<file path="src/rtl/ntt_ctrl_if.sv">
// Handshake and address bus between the NTT sequencer and its host / RAM / butterfly core.
// Carries scale_sel only when NTT_CTRL_SCALE_EN is defined.
interface ntt_ctrl_if;
    logic       start;
    logic       inv;
    logic       busy;
    logic       done;
    logic [2:0] layer;
    logic       rd_en;
    logic [7:0] rd_addr_1;
    logic [7:0] rd_addr_2;
    logic [6:0] tw_addr;
    logic [1:0] bf_mode;
    logic       wr_en;
    logic [7:0] wr_addr_1;
    logic [7:0] wr_addr_2;
`ifdef NTT_CTRL_SCALE_EN
    logic       scale_sel;
`endif

    modport master (
`ifdef NTT_CTRL_SCALE_EN
        input  scale_sel,
`endif
        output start, inv,
        input  busy, done, layer, rd_en, rd_addr_1, rd_addr_2, tw_addr, bf_mode,
               wr_en, wr_addr_1, wr_addr_2
    );

    modport slave (
`ifdef NTT_CTRL_SCALE_EN
        output scale_sel,
`endif
        input  start, inv,
        output busy, done, layer, rd_en, rd_addr_1, rd_addr_2, tw_addr, bf_mode,
               wr_en, wr_addr_1, wr_addr_2
    );
endinterface

</file>
<file path="src/rtl/ntt_ctrl.sv">
// Sequencer for one 256-coefficient Kyber NTT/INTT pass with delay-matched write-back.
// Optional INTT scaling pass enabled by defining NTT_CTRL_SCALE_EN.
module ntt_ctrl #(
    parameter int unsigned RD_LAT = 1,
    parameter int unsigned BF_LAT = 5
) (
    input  logic       clk,
    input  logic       rst,
    ntt_ctrl_if.slave  bus
);
    localparam int unsigned D      = RD_LAT + BF_LAT;
    localparam logic [7:0]  D_LAST = 8'(D - 1);
`ifdef NTT_CTRL_SCALE_EN
    localparam logic [7:0]  SD_LAST = 8'(D - 2);
`endif

    typedef enum logic [2:0] {
        S_IDLE,
        S_RUN,
        S_DRAIN,
`ifdef NTT_CTRL_SCALE_EN
        S_SCALE,
        S_SDRAIN,
`endif
        S_DONE
    } state_t;

    state_t     state_q, state_d;
    logic [6:0] b_q, b_d;
    logic [7:0] dc_q, dc_d;
    logic [2:0] layer_q, layer_d;
    logic       inv_q, inv_d;

    logic       rd_en_c;
    logic [7:0] rd1_c, rd2_c;
    logic [6:0] tw_c;
    logic [1:0] mode_c;
    logic       scale_c;
    logic       busy_c, done_c;

    logic [7:0] len8, mask8, j8;
    logic [6:0] g7, k7;

    logic       wen_q [D];
    logic       wen_d [D];
    logic [7:0] wa1_q [D];
    logic [7:0] wa1_d [D];
    logic [7:0] wa2_q [D];
    logic [7:0] wa2_d [D];

    // State register
    always_ff @(posedge clk or posedge rst) begin
        if (rst) begin
            state_q <= S_IDLE;
            b_q     <= '0;
            dc_q    <= '0;
            layer_q <= '0;
            inv_q   <= 1'b0;
        end else begin
            state_q <= state_d;
            b_q     <= b_d;
            dc_q    <= dc_d;
            layer_q <= layer_d;
            inv_q   <= inv_d;
        end
    end

    // Next-state logic
    always_comb begin
        state_d = state_q;
        b_d     = b_q;
        dc_d    = dc_q;
        layer_d = layer_q;
        inv_d   = inv_q;
        unique case (state_q)
            S_IDLE: begin
                layer_d = '0;
                if (bus.start) begin
                    state_d = S_RUN;
                    inv_d   = bus.inv;
                    b_d     = '0;
                end
            end
            S_RUN: begin
                b_d = b_q + 7'd1;
                if (b_q == 7'd127) begin
                    state_d = S_DRAIN;
                    dc_d    = '0;
                end
            end
            S_DRAIN: begin
                dc_d = dc_q + 8'd1;
                if (dc_q == D_LAST) begin
                    dc_d = '0;
                    if (layer_q != 3'd6) begin
                        state_d = S_RUN;
                        layer_d = layer_q + 3'd1;
                        b_d     = '0;
                    end
`ifdef NTT_CTRL_SCALE_EN
                    else if (inv_q) begin
                        state_d = S_SCALE;
                        b_d     = '0;
                    end
`endif
                    else begin
                        state_d = S_DONE;
                    end
                end
            end
`ifdef NTT_CTRL_SCALE_EN
            S_SCALE: begin
                b_d = b_q + 7'd1;
                if (b_q == 7'd127) begin
                    state_d = S_SDRAIN;
                    dc_d    = '0;
                end
            end
            S_SDRAIN: begin
                dc_d = dc_q + 8'd1;
                if (dc_q == SD_LAST) begin
                    dc_d    = '0;
                    state_d = S_DONE;
                end
            end
`endif
            S_DONE: begin
                state_d = S_IDLE;
                layer_d = '0;
            end
            default: state_d = S_IDLE;
        endcase
    end

    // Pair/twiddle addressing: groups are power-of-two sized, so g*2*len and b%len become shift/mask
    always_comb begin
        if (!inv_q) begin
            len8  = 8'd128 >> layer_q;
            g7    = b_q >> (3'd7 - layer_q);
            mask8 = len8 - 8'd1;
            j8    = ({1'b0, g7} << (4'd8 - {1'b0, layer_q})) | ({1'b0, b_q} & mask8);
            k7    = (7'd1 << layer_q) + g7;
        end else begin
            len8  = 8'd2 << layer_q;
            g7    = b_q >> ({1'b0, layer_q} + 4'd1);
            mask8 = len8 - 8'd1;
            j8    = ({1'b0, g7} << ({1'b0, layer_q} + 4'd2)) | ({1'b0, b_q} & mask8);
            k7    = (7'd127 >> layer_q) - g7;
        end
    end

    // Output logic
    always_comb begin
        rd_en_c = 1'b0;
        rd1_c   = '0;
        rd2_c   = '0;
        tw_c    = '0;
        mode_c  = '0;
        scale_c = 1'b0;
        busy_c  = (state_q != S_IDLE);
        done_c  = (state_q == S_DONE);
        unique case (state_q)
            S_RUN: begin
                rd_en_c = 1'b1;
                rd1_c   = j8;
                rd2_c   = j8 + len8;
                tw_c    = k7;
                mode_c  = {1'b0, inv_q};
            end
            S_DRAIN: mode_c = {1'b0, inv_q};
`ifdef NTT_CTRL_SCALE_EN
            S_SCALE: begin
                rd_en_c = 1'b1;
                rd1_c   = {b_q, 1'b0};
                rd2_c   = {b_q, 1'b1};
                mode_c  = 2'd2;
                scale_c = 1'b1;
            end
            S_SDRAIN: begin
                mode_c  = 2'd2;
                scale_c = 1'b1;
            end
`endif
            default: ;
        endcase
    end

    // Write-back delay line shifts in every state so drained writes still land
    always_comb begin
        wen_d[0] = rd_en_c;
        wa1_d[0] = rd1_c;
        wa2_d[0] = rd2_c;
        for (int unsigned i = 1; i < D; i++) begin
            wen_d[i] = wen_q[i-1];
            wa1_d[i] = wa1_q[i-1];
            wa2_d[i] = wa2_q[i-1];
        end
    end

    always_ff @(posedge clk or posedge rst) begin
        if (rst) begin
            for (int unsigned i = 0; i < D; i++) begin
                wen_q[i] <= 1'b0;
                wa1_q[i] <= '0;
                wa2_q[i] <= '0;
            end
        end else begin
            for (int unsigned i = 0; i < D; i++) begin
                wen_q[i] <= wen_d[i];
                wa1_q[i] <= wa1_d[i];
                wa2_q[i] <= wa2_d[i];
            end
        end
    end

    assign bus.busy      = busy_c;
    assign bus.done      = done_c;
    assign bus.layer     = layer_q;
    assign bus.rd_en     = rd_en_c;
    assign bus.rd_addr_1 = rd1_c;
    assign bus.rd_addr_2 = rd2_c;
    assign bus.tw_addr   = tw_c;
    assign bus.bf_mode   = mode_c;
    assign bus.wr_en     = wen_q[D-1];
    assign bus.wr_addr_1 = wa1_q[D-1];
    assign bus.wr_addr_2 = wa2_q[D-1];
`ifdef NTT_CTRL_SCALE_EN
    assign bus.scale_sel = scale_c;
`endif

endmodule

</file>
<file path="src/flat_wrapper.sv">
// flat-port wrapper written by rule: the top's interface ports become plain ports
module ntt_ctrl_flat 
#(
    parameter int unsigned RD_LAT = 1,
    parameter int unsigned BF_LAT = 5
)
  (clk, rst, bus_start, bus_inv, bus_busy, bus_done, bus_layer, bus_rd_en, bus_rd_addr_1, bus_rd_addr_2, bus_tw_addr, bus_bf_mode, bus_wr_en, bus_wr_addr_1, bus_wr_addr_2);
  ntt_ctrl_if bus_i ();
  input  logic clk;
  input  logic rst;
  input wire logic [$bits(bus_i.start)-1:0] bus_start;
  input wire logic [$bits(bus_i.inv)-1:0] bus_inv;
  output wire logic [$bits(bus_i.busy)-1:0] bus_busy;
  output wire logic [$bits(bus_i.done)-1:0] bus_done;
  output wire logic [$bits(bus_i.layer)-1:0] bus_layer;
  output wire logic [$bits(bus_i.rd_en)-1:0] bus_rd_en;
  output wire logic [$bits(bus_i.rd_addr_1)-1:0] bus_rd_addr_1;
  output wire logic [$bits(bus_i.rd_addr_2)-1:0] bus_rd_addr_2;
  output wire logic [$bits(bus_i.tw_addr)-1:0] bus_tw_addr;
  output wire logic [$bits(bus_i.bf_mode)-1:0] bus_bf_mode;
  output wire logic [$bits(bus_i.wr_en)-1:0] bus_wr_en;
  output wire logic [$bits(bus_i.wr_addr_1)-1:0] bus_wr_addr_1;
  output wire logic [$bits(bus_i.wr_addr_2)-1:0] bus_wr_addr_2;
  assign bus_i.start = bus_start;
  assign bus_i.inv = bus_inv;
  assign bus_busy = bus_i.busy;
  assign bus_done = bus_i.done;
  assign bus_layer = bus_i.layer;
  assign bus_rd_en = bus_i.rd_en;
  assign bus_rd_addr_1 = bus_i.rd_addr_1;
  assign bus_rd_addr_2 = bus_i.rd_addr_2;
  assign bus_tw_addr = bus_i.tw_addr;
  assign bus_bf_mode = bus_i.bf_mode;
  assign bus_wr_en = bus_i.wr_en;
  assign bus_wr_addr_1 = bus_i.wr_addr_1;
  assign bus_wr_addr_2 = bus_i.wr_addr_2;
  ntt_ctrl #(.RD_LAT(RD_LAT), .BF_LAT(BF_LAT)) u_core (.clk(clk), .rst(rst), .bus(bus_i));
endmodule
</file>
<file path="config.mk">
export PLATFORM = sky130hd
export DESIGN_NAME = ntt_ctrl_flat
export DESIGN_NICKNAME = d
export VERILOG_FILES = /design/src/rtl/ntt_ctrl_if.sv /design/src/rtl/ntt_ctrl.sv /design/src/flat_wrapper.sv
export SDC_FILE = /design/constraint.sdc
export NUM_CORES = 1
export LEC_CHECK = 0
export ABC_AREA = 0
export ABC_CLOCK_PERIOD_IN_PS = 5600
export CAP_MARGIN = 20
export CORE_MARGIN = 3
export CORE_UTILIZATION = 30
export CTS_CLUSTER_DIAMETER = 200
export DETAILED_ROUTE_END_ITERATION = 6
export GPL_TIMING_DRIVEN = 0
export PLACE_DENSITY = 0.58
export SETUP_SLACK_MARGIN = 0.02
export SKIP_CTS_REPAIR_TIMING = 1
export SYNTH_ARGS = -nofsm -noshare
export SYNTH_HDL_FRONTEND = slang
export SYNTH_SLANG_ARGS = --single-unit
</file>
<file path="constraint.sdc">
create_clock -name clk -period 5.6 [get_ports clk]
set_clock_uncertainty 0.2 [all_clocks]
set_input_delay 1.12 -clock clk [delete_from_list [all_inputs] [get_ports clk]]
set_output_delay 1.12 -clock clk [all_outputs]
set_load 0.02 [all_outputs]
</file>
Yosys cells after proc, flatten, opt, wreduce, memory -nomap -nowiden
Cells that the tools add are included.
- bits of input ports: 4
- register bits after elaboration: 124
- logic and storage cells: 92
- output and inout port bits: 48
- muxes and demuxes: 23
- equality and inequality tests: 10
- shift operators: 8
- reduce and logical (&&, ||, !) cells: 12
- add/sub/neg operators: 12
- bitwise operators: 4
- operator list (kind ; count):
    2-to-1 mux 8 bit ; 6
    2-to-1 mux 7 bit ; 5
    case mux 7 bit (3 select lines) ; 1
    bitwise AND 7 x 8 -> 8 bit ; 2
    bitwise OR 8 bit ; 2
    case mux 8 bit (2 select lines) ; 1
    left shift 7 x 4 -> 8 bit ; 2
    subtractor 8 x 1 -> 8 bit, second input constant ; 2
    2-to-1 mux 3 bit ; 5
    case mux 3 bit (3 select lines) ; 1
    adder 8 x 1 -> 8 bit, second input constant ; 1
    adder 8 bit ; 1
    == test 8 x 3 -> 1 bit, second input constant ; 1
    left shift 2 x 3 -> 8 bit, first input constant ; 1
    right shift 8 x 3 -> 8 bit, first input constant ; 1
    adder 7 x 1 -> 7 bit, second input constant ; 1
    adder 7 bit ; 1
    == test 7 bit, second input constant ; 1
    left shift 1 x 3 -> 7 bit, first input constant ; 1
    right shift 7 x 3 -> 7 bit ; 1
    right shift 7 x 3 -> 7 bit, first input constant ; 1
    right shift 7 x 4 -> 7 bit ; 1
    subtractor 7 bit ; 1
    == test 3 x 2 -> 1 bit, second input constant ; 2
    19 further kinds ; 27

Depth between registers and ports, before layout
Gate-level depths: netlist of run 1.
- depth after elaboration: 7
- gate-level depth with buffers: 21
- depth with buffers taken out: 17

Least setup slack after synthesis of run 1
Ideal clock, no wire load.
- path type: flip-flop to output port
- start: register u_core.layer_q[1] (netlist: u_core.bus.layer[1])
- end: output bus_rd_addr_2[7]
- arrival: 4903 ps
- slack: -623 ps
- cell stages (with the launch flop): 22
- required time: 4280 ps
- path buffers: 4
- cells stage by stage: dfrtp_1 -> buf_2 -> clkbuf_1 -> inv_1 -> ha_1 -> clkbuf_1 -> or2_2 -> a21oi_1 -> nand2b_1 -> xnor2_1 -> a221o_1 -> a21oi_1 -> nor2_1 -> ha_1 -> and3_1 -> a2111o_1 -> a21o_1 -> a21oi_1 -> nor4bb_1 -> nor4_1 -> nand4_1 -> buf_4
- RTL lines (what ; RTL line ; text):
    start: declaration ; ntt_ctrl.sv:31 ; logic [2:0] layer_q, layer_d;
    start signal: assignment ; ntt_ctrl.sv:63 ; layer_q <= layer_d;
    end: declaration ; flat_wrapper.sv:18 ; output wire logic [$bits(bus_i.rd_addr_2)-1:0] bus_rd_addr_2;

==> results.rst, run 1 <==
.. list-table::
   :header-rows: 1

   * - Metric
     - Value
   * - Worst-case clock buffer depth
     - 2
   * - Antenna violations before repair
     - 1
   * - Antenna diode count
     - 0
   * - Cts bufs inserted
     - 17
   * - Data required, critical path
     - about 4300 ps
   * - Highest-count cells in the layout ignoring fill and taps
     - sky130_fd_sc_hd__dfrtp_1, sky130_fd_sc_hd__buf_4, sky130_fd_sc_hd__nand2_1
   * - Routability-driven placement congestion ratio
     - 0.952
   * - DP Worst Slack
     - -1430 ps
   * - Detail-routed via count per cell
     - about 5
   * - Setup repair after global routing missed its margin
     - true
   * - Global-route wire length before repair
     - ~25 mm
   * - Post-synth top area cell
     - sky130_fd_sc_hd__dfrtp_1
   * - Fin crit share
     - 110%
   * - Highest ir drop seen on vdd
     - 0.147 mV
   * - Overall power of the completed layout
     - 2.07 mW
   * - Register bit count reported by yosys
     - 123
   * - Net count of the mapped netlist
     - roughly 660
   * - Min Hold Slack
     - ~140 ps
   * - Clock slew at reported path FFs
     - 70 ps
   * - Highest fanout seen on the critical path
     - 11
   * - Drt total wl
     - ~17 mm
   * - Slew headroom
     - 54.8%
   * - Register-to-register setup slack
     - around 1100 ps
   * - Cells taking the most area after synthesis
     - sky130_fd_sc_hd__dfrtp_1, sky130_fd_sc_hd__ha_1, sky130_fd_sc_hd__o21ai_0, sky130_fd_sc_hd__nand2_1, sky130_fd_sc_hd__nor2_1
   * - Via count of the first global-routing pass
     - approximately 4,500
   * - Number of DRC violations after detailed-routing iteration 0
     - about 410
   * - Routed vias
     - between 4,000 and 5,000
   * - Most frequently used flop master after synthesis
     - sky130_fd_sc_hd__dfrtp_1
   * - Power density cells
     - approximately 250 mW/mm^2
   * - Width of the chip
     - between 150 and 200 um
   * - Count of max-cap constraint violations
     - 0
   * - Fin cells
     - 994
   * - Synthesized instance count
     - just over 600
   * - Routed wire length per instance
     - about 17 um
   * - Slew at the pin with the worst max-slew slack
     - 679 ps
   * - Buffering stage count on the worst path with inverters included
     - 5
   * - Clock tree from TritonCTS
     - built
   * - F_max
     - roughly 0.16 GHz
   * - Share of synthesized area occupied by flip-flops and latches
     - 48.9%
   * - Violated checks
     - negative setup slack
   * - Area growth from synthesis to final layout
     - 31.8%
   * - Type of destination of the critical path
     - output pin
   * - Cell Chain, Critical Path
     - buf_6, inv_4, buf_8, ha_4, ha_2, nand2b_4, a2111o_1, a31oi_2, ha_1, and3_1, a2111o_1, a21o_1, a21oi_4, nor4_2, nor4_1, nand4_1, buf_4, buf_6
   * - Crit path launch type
     - flip-flop
   * - Worst Setup Slack, final
     - -552 ps
   * - I/O Pins
     - 52
   * - Number of placed cells counting well taps
     - 936
   * - Master of the slowest instance on the critical path
     - sky130_fd_sc_hd__a2111o_1
   * - H-tree level count
     - 4
   * - Maximum number of pins on one net before global-route repair
     - between 90 and 100
   * - Effective utilization at floorplan
     - between 30% and 40%
   * - Fin. Hold Viols
     - 0
   * - Die height
     - ~150 um
   * - Most common library cell in the layout ignoring fill and taps
     - sky130_fd_sc_hd__dfrtp_1
   * - Top cell type's share of synthesized area
     - slightly below 50%
   * - Minimum period implied by the final worst setup slack
     - ~6200 ps
   * - Top cell family by delay on the critical path
     - compound AO/OA/AOI/OAI gates
   * - Syn Area/Cell
     - just over 10 um^2
   * - Total count of max-transition violations in the final report
     - 0
   * - Fraction of final layout cells sized beyond drive strength 1
     - a little over a fifth
   * - Pre-Repair DR Iteration Count
     - 5
   * - DP HPWL
     - about 12 mm
   * - Data arrival time of the critical path
     - 4830 ps
   * - Total number of clock tree sinks
     - ~120
   * - Core ar.
     - 0.0204 mm^2
   * - IO buf count
     - 50
   * - Kind of path behind the tightest hold check
     - flip-flop to flip-flop
   * - Share of synthesized flip-flops with an asynchronous set or reset
     - 100%
   * - Clock Tree Root
     - sky130_fd_sc_hd__clkbuf_16
   * - Later-pin clock latency in the skew report
     - 420 ps
   * - Summed instance area of the synthesized netlist
     - between 0.006 and 0.007 mm^2
   * - Post-route DRC violation count
     - 0
   * - Remaining Overflow, GRT
     - 0
   * - Number of warnings printed during yosys synthesis
     - 0
   * - Placement Cell Area
     - about 0.0072 mm^2
   * - Number of nets in the layout
     - ~760
   * - Area of the die
     - about 0.023 mm^2
   * - Result of the run
     - finished with violations
   * - Worst path max stage delay
     - between 400 and 500 ps
   * - Number of distinct library cell variants in the gate-level netlist after synthesis
     - 70
   * - Total Routing Usage GR
     - approximately 15%
   * - Cell area after layout
     - 0.00830 mm^2
   * - Antenna Nets Post-Route
     - 0
   * - Pleak
     - ~3.6 nW
   * - Number of rows created at floorplan
     - 52
   * - Post-synth EDFFs
     - 0
   * - Critical path class
     - flip-flop to output pin
   * - Final setup violation count
     - 1
## path summary, 6_finish.rpt
path,from,end,cells after the start
worst max-delay path,u_core.bus.layer[0]$_DFFE_PP0P_,bus_rd_addr_2[7],18
worst min-delay path,u_core.wa1_d[39]$_DFF_PP0_,u_core.wa1_d[31]$_DFF_PP0_,0
max in group asynchronous,rst,u_core.wa2_d[14]$_DFF_PP0_,3
worst min register to register,u_core.wa1_d[39]$_DFF_PP0_,u_core.wa1_d[31]$_DFF_PP0_,0
min in group asynchronous,rst,u_core.wen_d[0]$_DFF_PP0_,2
worst max register to register,u_core.bus.layer[0]$_DFFE_PP0P_,u_core.wa2_d[39]$_DFF_PP0_,16
## registers in the layout, indices dropped and copies added (netlist names)
register / flops
u_core.wa1_d: 40
u_core.wa2_d: 40
u_core.bus.wr_addr_1: 8
u_core.bus.wr_addr_2: 8
u_core.dc_q: 8
u_core.b_q: 7
u_core.wen_d: 5
u_core.bus.layer: 3
u_core.state_q: 2
u_core.bus.wr_en: 1
u_core.inv_q: 1
## Yosys cell counts, types with 4 or more instances
| master | n |
|---|---|
| sky130_fd_sc_hd__buf_4 | 17 |
| sky130_fd_sc_hd__nand2b_1 | 7 |
| sky130_fd_sc_hd__dfrtp_1 | 123 |
| sky130_fd_sc_hd__clkbuf_1 | 33 |
| sky130_fd_sc_hd__and2_1 | 17 |
| sky130_fd_sc_hd__a31oi_1 | 4 |
| sky130_fd_sc_hd__nor2_1 | 45 |
| sky130_fd_sc_hd__and3_1 | 5 |
| sky130_fd_sc_hd__inv_1 | 23 |
| sky130_fd_sc_hd__nand3b_1 | 5 |
| sky130_fd_sc_hd__nand3_1 | 18 |
| sky130_fd_sc_hd__o31ai_1 | 6 |
| sky130_fd_sc_hd__ha_1 | 37 |
| sky130_fd_sc_hd__xnor2_1 | 16 |
| sky130_fd_sc_hd__nor2b_1 | 10 |
| sky130_fd_sc_hd__nand2_1 | 48 |
| sky130_fd_sc_hd__nor4_1 | 6 |
| sky130_fd_sc_hd__nor3_1 | 11 |
| sky130_fd_sc_hd__o21a_1 | 4 |
| sky130_fd_sc_hd__o21ai_0 | 36 |
| sky130_fd_sc_hd__mux2i_1 | 13 |
| sky130_fd_sc_hd__xor2_1 | 10 |
| sky130_fd_sc_hd__nand4_1 | 6 |
| sky130_fd_sc_hd__a21oi_1 | 33 |
| sky130_fd_sc_hd__mux2_2 | 8 |
| sky130_fd_sc_hd__a211oi_1 | 5 |
## metrics by stage
stage	util (%)	TNS, ps
after floorplan	-	0
after global placement	35.1	-90760
after detailed placement	35.3	-6950
after CTS	38.4	-13900
after global routing	40.6	-890
final	40.6	-552
## report_power, final
group          switching (mW)  internal, mW
Sequential                  0         0.889
Combinational          0.0175       0.00453
Clock                   0.411         0.747
Total                   0.428          1.64
## layer usage
layer  share of wire [%]  up-vias  track usage, %
met5               0.078        -               0
li1                    -     2331               -
met3                 4.8       29            3.83
met1                  45     2410            19.4
met2                  48      143            23.4
met4                 2.8        2            5.58
## kinds of logic after synthesis
logic type	after synthesis	share of synthesized area [%]
AO/OA/AOI/OAI	127	13.1
XOR/XNOR	26	3.62
adder cells (fa/ha/maj)	41	8.47
buffers and inverters	80	5.92
flip-flops	123	48.9
multiplexers	24	4.51
other	1	0.0596
AND/OR/NAND/NOR	193	15.4
## layout make-up
| type | instances | area [um^2] |
|---|---|---|
| Fill cell | 1992 | 12100 |
| Sequential cell | 123 | 3080 |
| Multi-Input combinational cell | 412 | 3040 |
| Timing Repair Buffer | 83 | 772 |
| Clock buffer | 18 | 429 |
| Buffer | 49 | 342 |
| Tap cell | 270 | 338 |
| Clock inverter | 14 | 193 |
| Inverter | 25 | 105 |
No activity file was read; power rests on OpenSTA's default activity.
==> run 2, diff against run 1 <==
--- a/config.mk
+++ b/config.mk
@@ -8,7 +8,6 @@
 export ABC_AREA = 0
 export ABC_CLOCK_PERIOD_IN_PS = 5600
 export CAP_MARGIN = 20
-export CORE_MARGIN = 3
 export CORE_UTILIZATION = 30
 export CTS_CLUSTER_DIAMETER = 200
 export DETAILED_ROUTE_END_ITERATION = 6
==> results.rst, run 2 (synthesis gave the netlist of run 1 again) <==
.. list-table::
   :header-rows: 1

   * - Metric
     - Value
   * - Area of the die
     - roughly 0.022 mm^2
   * - DP HPWL
     - around 11 mm
   * - Core ar.
     - approximately 0.020 mm^2
   * - Fin. Hold Viols
     - 0
   * - Antenna Nets Post-Route
     - 0
   * - Maximum number of pins on one net before global-route repair
     - just under 90
   * - Highest-count cells in the layout ignoring fill and taps
     - sky130_fd_sc_hd__dfrtp_1, sky130_fd_sc_hd__buf_4, sky130_fd_sc_hd__nand2_1
   * - Remaining Overflow, GRT
     - 0
   * - Most common library cell in the layout ignoring fill and taps
     - sky130_fd_sc_hd__dfrtp_1
   * - Worst hold path startpoint
     - u_core.wa2_d[39]$_DFF_PP0_
   * - Combined flip-flop and latch cell area
     - between 0.003 and 0.004 mm^2
   * - Detail-routed via count per cell
     - approximately 5
   * - Drt total wl
     - approximately 16 mm
   * - Antenna violations before repair
     - 0
   * - Hold Path Stages
     - 0
   * - Minimum period implied by the final worst setup slack
     - between 6000 and 7000 ps
   * - Data required, critical path
     - 4280 ps
   * - Number of DRC violations after detailed-routing iteration 0
     - 355
   * - Area growth from synthesis to final layout
     - 30.3%
   * - Cell area after layout
     - slightly above 0.008 mm^2
   * - Kind of path behind the tightest hold check
     - flip-flop to flip-flop
   * - Min Hold Slack
     - 132 ps
   * - IO buf count
     - 50
   * - Post-route DRC violation count
     - 0
   * - Fraction of final layout cells sized beyond drive strength 1
     - roughly 21%
   * - DP Worst Slack
     - -1320 ps
   * - Routability-driven placement congestion ratio
     - 0.929
   * - Critical path class
     - flip-flop to output pin
   * - Routed wire length per instance
     - 16.6 um
   * - F_max
     - between 0.15 and 0.2 GHz
   * - Data arrival time of the critical path
     - approximately 4800 ps
   * - Count of max-cap constraint violations
     - 0
   * - Worst-case clock buffer depth
     - 2
   * - Effective utilization at floorplan
     - a little under a third
   * - Slew at the pin with the worst max-slew slack
     - 709 ps
   * - Number of rows created at floorplan
     - 52
   * - Pre-Repair DR Iteration Count
     - 5
   * - Area of the multi-input gates
     - a little over 0.003 mm^2
   * - I/O Pins
     - 52
   * - Violated checks
     - negative setup slack
   * - Clock Tree Root
     - sky130_fd_sc_hd__clkbuf_16
   * - Worst Setup Slack, final
     - -480 ps
   * - H-tree level count
     - 4
   * - End of the worst register-to-register path
     - u_core.wa2_d[39]$_DFF_PP0_
   * - Antenna diode count
     - 0
   * - Worst r2r src
     - u_core.bus.layer[1]$_DFFE_PP0P_
   * - Register-to-register setup slack
     - roughly 1100 ps
   * - Overall power of the completed layout
     - approximately 2.0 mW
   * - Width of the chip
     - about 150 um
   * - Total number of clock tree sinks
     - approximately 120
   * - Result of the run
     - finished with violations
   * - Crit path launch type
     - flip-flop
   * - Final setup violation count
     - 1
   * - Pleak
     - around 3.6 nW
   * - Slew headroom
     - between 50% and 60%
   * - Final total negative setup slack
     - -480 ps
   * - Fin crit share
     - 109%
   * - Via count of the first global-routing pass
     - approximately 4,700
   * - Setup repair after global routing missed its margin
     - true
   * - Cts bufs inserted
     - 17
   * - Total Routing Usage GR
     - around 16%
   * - Number of nets in the layout
     - between 700 and 800
   * - Highest ir drop seen on vdd
     - 0.112 mV
   * - Master of the slowest instance on the critical path
     - sky130_fd_sc_hd__a2111o_1
   * - Power density cells
     - roughly 240 mW/mm^2
   * - Total count of max-transition violations in the final report
     - 0
   * - Cell Chain, Critical Path
     - buf_8, buf_8, clkinvlp_4, ha_4, or2_4, a21oi_4, nand2b_1, xnor2_2, a221o_1, a21oi_2, nor2_1, ha_1, and2_1, a2111o_1, a21o_1, a21oi_4, nor4bb_1, nor4_1, nand4_1, buf_6
   * - Global-route wire length before repair
     - 25.9 mm
   * - Clock tree from TritonCTS
     - built
   * - Worst path max stage delay
     - 420 ps
   * - Final core occ
     - approximately two fifths
   * - Depth of the most critical reg-to-reg path
     - 19
   * - Clock slew at reported path FFs
     - 70 ps
   * - Placement Cell Area
     - around 0.0072 mm^2
   * - Die height
     - about 150 um
   * - Type of destination of the critical path
     - output pin
   * - Number of inserted filler cells in the final layout
     - approximately 2,000
   * - Endpoint with the worst hold slack
     - u_core.wa2_d[31]$_DFF_PP0_
   * - Highest fanout seen on the critical path
     - 7
   * - Later-pin clock latency in the skew report
     - between 400 and 500 ps
   * - Number of placed cells counting well taps
     - 936
   * - Fin cells
     - 989
   * - Routed vias
     - ~5,000
-- run 2: how the worst max path moves through the flow --
| stage | from | to | slack [ps] | cells past startpoint |
|---|---|---|---|---|
| global route | u_core.bus.layer[1]$_DFFE_PP0P_ | bus_rd_addr_2[7] | -750 | 20 |
| global placement | u_core.bus.layer[2]$_DFFE_PP0P_ | bus_rd_addr_2[7] | -1360 | 18 |
| CTS | u_core.bus.layer[2]$_DFFE_PP0P_ | bus_rd_addr_2[7] | -1800 | 19 |
| detailed placement | u_core.bus.layer[2]$_DFFE_PP0P_ | bus_rd_addr_2[7] | -1320 | 19 |
| floorplan | u_core.bus.layer[0]$_DFFE_PP0P_ | bus_rd_addr_2[7] | 30 | 21 |
| finish | u_core.bus.layer[1]$_DFFE_PP0P_ | bus_rd_addr_2[7] | -480 | 20 |
-- run 2: cell type report --
type                    count  area share, %
inverters                  25           1.33
clock inverters            13           1.72
multi-input cells         412           36.9
plain buffers              48           3.86
repair buffers             79           8.98
well taps                 270           4.12
clock buffers              19           5.52
flip-flops and latches    123           37.6
-- run 2: metal layers --
metal	vias up	share of wire [%]	global-route usage, %
met5	-	0	0
met3	27	5.6	3.70
li1	2323	-	-
met1	2422	46	20.8
met4	0	2.3	6.93
met2	158	46	24.6
-- run 2: critical path: cells and delay by family, from the launching register on --
kind	cells	cell delay [ps]
buffers and inverters	4	600
adders and majority gates	2	530
AOI/OAI and AO/OA	6	1520
xor gates and xnor gates	1	150
DFF	1	400
and+or+nand+nor	7	1120
-- run 2: where the power goes --
part	switching [mW]	internal, mW
logic	0.0179	0.00453
registers	0	0.889
clock network	0.411	0.681
==> run 3, diff against run 2 <==
==> constraint.sdc (replaced) <==
create_clock -name clk -period 5.6 [get_ports clk]
set_clock_uncertainty 0.2 [all_clocks]
set_input_delay 0.56 -clock clk [delete_from_list [all_inputs] [get_ports clk]]
set_output_delay 0.56 -clock clk [all_outputs]
set_load 0.02 [all_outputs]
==> results.rst, run 3 (synthesis gave the netlist of run 1 again) <==
.. list-table::
   :header-rows: 1

   * - Metric
     - Value
   * - Highest ir drop seen on vdd
     - 0.124 mV
   * - Pleak
     - ~3.6 nW
   * - Fin crit share
     - 98.3%
   * - Routability-driven placement congestion ratio
     - ~0.95
   * - Highest fanout seen on the critical path
     - 10
   * - Critical path class
     - flip-flop to output pin
   * - Global-route wire length before repair
     - between 20 and 25 mm
   * - Worst-case clock buffer depth
     - 2
   * - Hold Path Stages
     - 0
   * - H-tree level count
     - 4
   * - Post-route DRC violation count
     - 0
   * - Slew at the pin with the worst max-slew slack
     - between 600 and 700 ps
   * - DP HPWL
     - about 11 mm
   * - Fraction of power spent switching nets
     - between 20 and 25%
   * - Core ar.
     - slightly above 0.02 mm^2
   * - Kind of path behind the tightest hold check
     - flip-flop to flip-flop
   * - Drt total wl
     - 16.2 mm
   * - Fraction of power consumed by combinational cells
     - roughly 1.1%
   * - Highest-count cells in the layout ignoring fill and taps
     - sky130_fd_sc_hd__dfrtp_1, sky130_fd_sc_hd__buf_4, sky130_fd_sc_hd__nand2_1, sky130_fd_sc_hd__clkdlybuf4s50_1, sky130_fd_sc_hd__nor2_1
   * - F_max
     - ~0.18 GHz
   * - Width of the chip
     - between 100 and 150 um
   * - Die height
     - 147 um
   * - Antenna violations before repair
     - 0
   * - Count of max-cap constraint violations
     - 0
   * - Routed vias
     - about 4,900
   * - Data arrival time of the critical path
     - ~4800 ps
   * - Maximum number of pins on one net before global-route repair
     - 90
   * - Number of nets in the layout
     - around 750
   * - Pre-Repair DR Iteration Count
     - 5
   * - Number of placed cells counting well taps
     - roughly 940
   * - Antenna Nets Post-Route
     - 0
   * - Fin cells
     - between 900 and 1,000
   * - Final total negative setup slack
     - 0 ps
   * - Clock Tree Root
     - sky130_fd_sc_hd__clkbuf_16
   * - Total number of clock tree sinks
     - roughly 120
   * - Antenna diode count
     - 0
   * - Remaining Overflow, GRT
     - 0
   * - Type of destination of the critical path
     - output pin
   * - Share of power burned in registers
     - between 40% and 50%
   * - IO buf count
     - 50
   * - Result of the run
     - finished clean
   * - Fin. Hold Viols
     - 0
   * - Cts bufs inserted
     - 17
   * - Most common library cell in the layout ignoring fill and taps
     - sky130_fd_sc_hd__dfrtp_1
   * - Total count of max-transition violations in the final report
     - 0
   * - Net switching power
     - roughly 0.44 mW
   * - Area growth from synthesis to final layout
     - 31.0%
   * - Slew headroom
     - a little over half
   * - Clock slew at reported path FFs
     - ~70 ps
   * - Fraction of final layout cells sized beyond drive strength 1
     - ~20%
   * - Power density cells
     - around 250 mW/mm^2
   * - Detail-routed via count per cell
     - 4.94
   * - Part of the total power dissipated in the clock network
     - between 50 and 60%
   * - Total Routing Usage GR
     - between 10% and 20%
   * - Area of the die
     - about 0.022 mm^2
   * - Final setup violation count
     - 0
   * - Later-pin clock latency in the skew report
     - about 420 ps
   * - Via count of the first global-routing pass
     - 4,561
   * - Setup repair after global routing missed its margin
     - true
   * - Internal power
     - between 1.5 and 2 mW
   * - Data required, critical path
     - slightly below 5000 ps
   * - Number of rows created at floorplan
     - 52
   * - Routed wire length per instance
     - about 16 um
   * - Number of DRC violations after detailed-routing iteration 0
     - roughly 440
   * - Minimum period implied by the final worst setup slack
     - ~5500 ps
   * - Clock tree from TritonCTS
     - built
   * - Effective utilization at floorplan
     - between 30 and 40%
   * - Crit path launch type
     - flip-flop
   * - Depth of the most critical reg-to-reg path
     - 16
   * - I/O Pins
     - 52
## run 3: final timing paths
path,start,endpoint,slack [ps]
worst max-delay path,u_core.bus.layer[1]$_DFFE_PP0P_,bus_rd_addr_2[7],90
worst min-delay path,u_core.wa2_d[24]$_DFF_PP0_,u_core.wa2_d[16]$_DFF_PP0_,140
worst max register to register,u_core.bus.layer[1]$_DFFE_PP0P_,u_core.wa2_d[39]$_DFF_PP0_,1090
worst min register to register,u_core.wa2_d[24]$_DFF_PP0_,u_core.wa2_d[16]$_DFF_PP0_,140
max in group asynchronous,rst,u_core.wa2_d[38]$_DFF_PP0_,4170
min in group asynchronous,rst,u_core.bus.layer[1]$_DFFE_PP0P_,320
## run 3: critical path: stages (launching register included)
cell	delay (ps)
sky130_fd_sc_hd__dfrtp_2	410
sky130_fd_sc_hd__buf_8	130
sky130_fd_sc_hd__buf_8	130
sky130_fd_sc_hd__clkinvlp_4	160
sky130_fd_sc_hd__ha_4	230
sky130_fd_sc_hd__ha_1	350
sky130_fd_sc_hd__nand2b_4	180
sky130_fd_sc_hd__a2111o_1	420
sky130_fd_sc_hd__a31oi_2	200
sky130_fd_sc_hd__ha_1	320
sky130_fd_sc_hd__and3_1	200
sky130_fd_sc_hd__a2111o_1	400
sky130_fd_sc_hd__a21o_1	200
sky130_fd_sc_hd__a21oi_4	210
sky130_fd_sc_hd__buf_4	160
sky130_fd_sc_hd__nor4b_4	210
sky130_fd_sc_hd__nor4_2	80
sky130_fd_sc_hd__nand4_1	180
sky130_fd_sc_hd__buf_6	150
## run 3: area by class of cell
type | instances | area [um^2]
Fill cell | 1995 | 12200
Sequential cell | 123 | 3080
Multi-Input combinational cell | 412 | 3020
Timing Repair Buffer | 81 | 757
Clock buffer | 18 | 439
Tap cell | 270 | 338
Buffer | 49 | 318
Clock inverter | 14 | 185
Inverter | 25 | 110
## run 3: per-stage QoR
stage / instance area (um^2) / util [%] / hold slack (ps) / total power [mW] / setup slack (ps)
2_1_floorplan: 6300 / - / 131 / 0.919 / 55.3
3_3_place_gp: 7140 / 34.9 / 131 / 0.926 / -1320
3_5_place_dp: 7170 / 35.1 / 135 / 0.929 / -1330
4_1_cts: 7790 / 38.1 / 144 / 2.09 / -1830
5_1_grt: 8250 / 40.4 / 143 / 2.13 / -107
6_report: 8250 / 40.4 / 139 / 2.06 / 94.5
## run 3: power by group through the flow
stage	clock, mW	sequential, mW	combinational, mW
floorplan	0	0.905	0.0140
global placement	0	0.905	0.0209
detailed placement	0	0.905	0.0238
CTS	1.18	0.889	0.0237
global route	1.21	0.888	0.0267
finish	1.15	0.889	0.0223
## run 3: layer usage
metal	wire length (um)	track usage, %	vias to the layer above
met5	0	0	-
met4	494	7.92	0
met3	905	3.42	42
met2	7450	23.0	183
met1	7360	19.9	2355
li1	-	-	2324
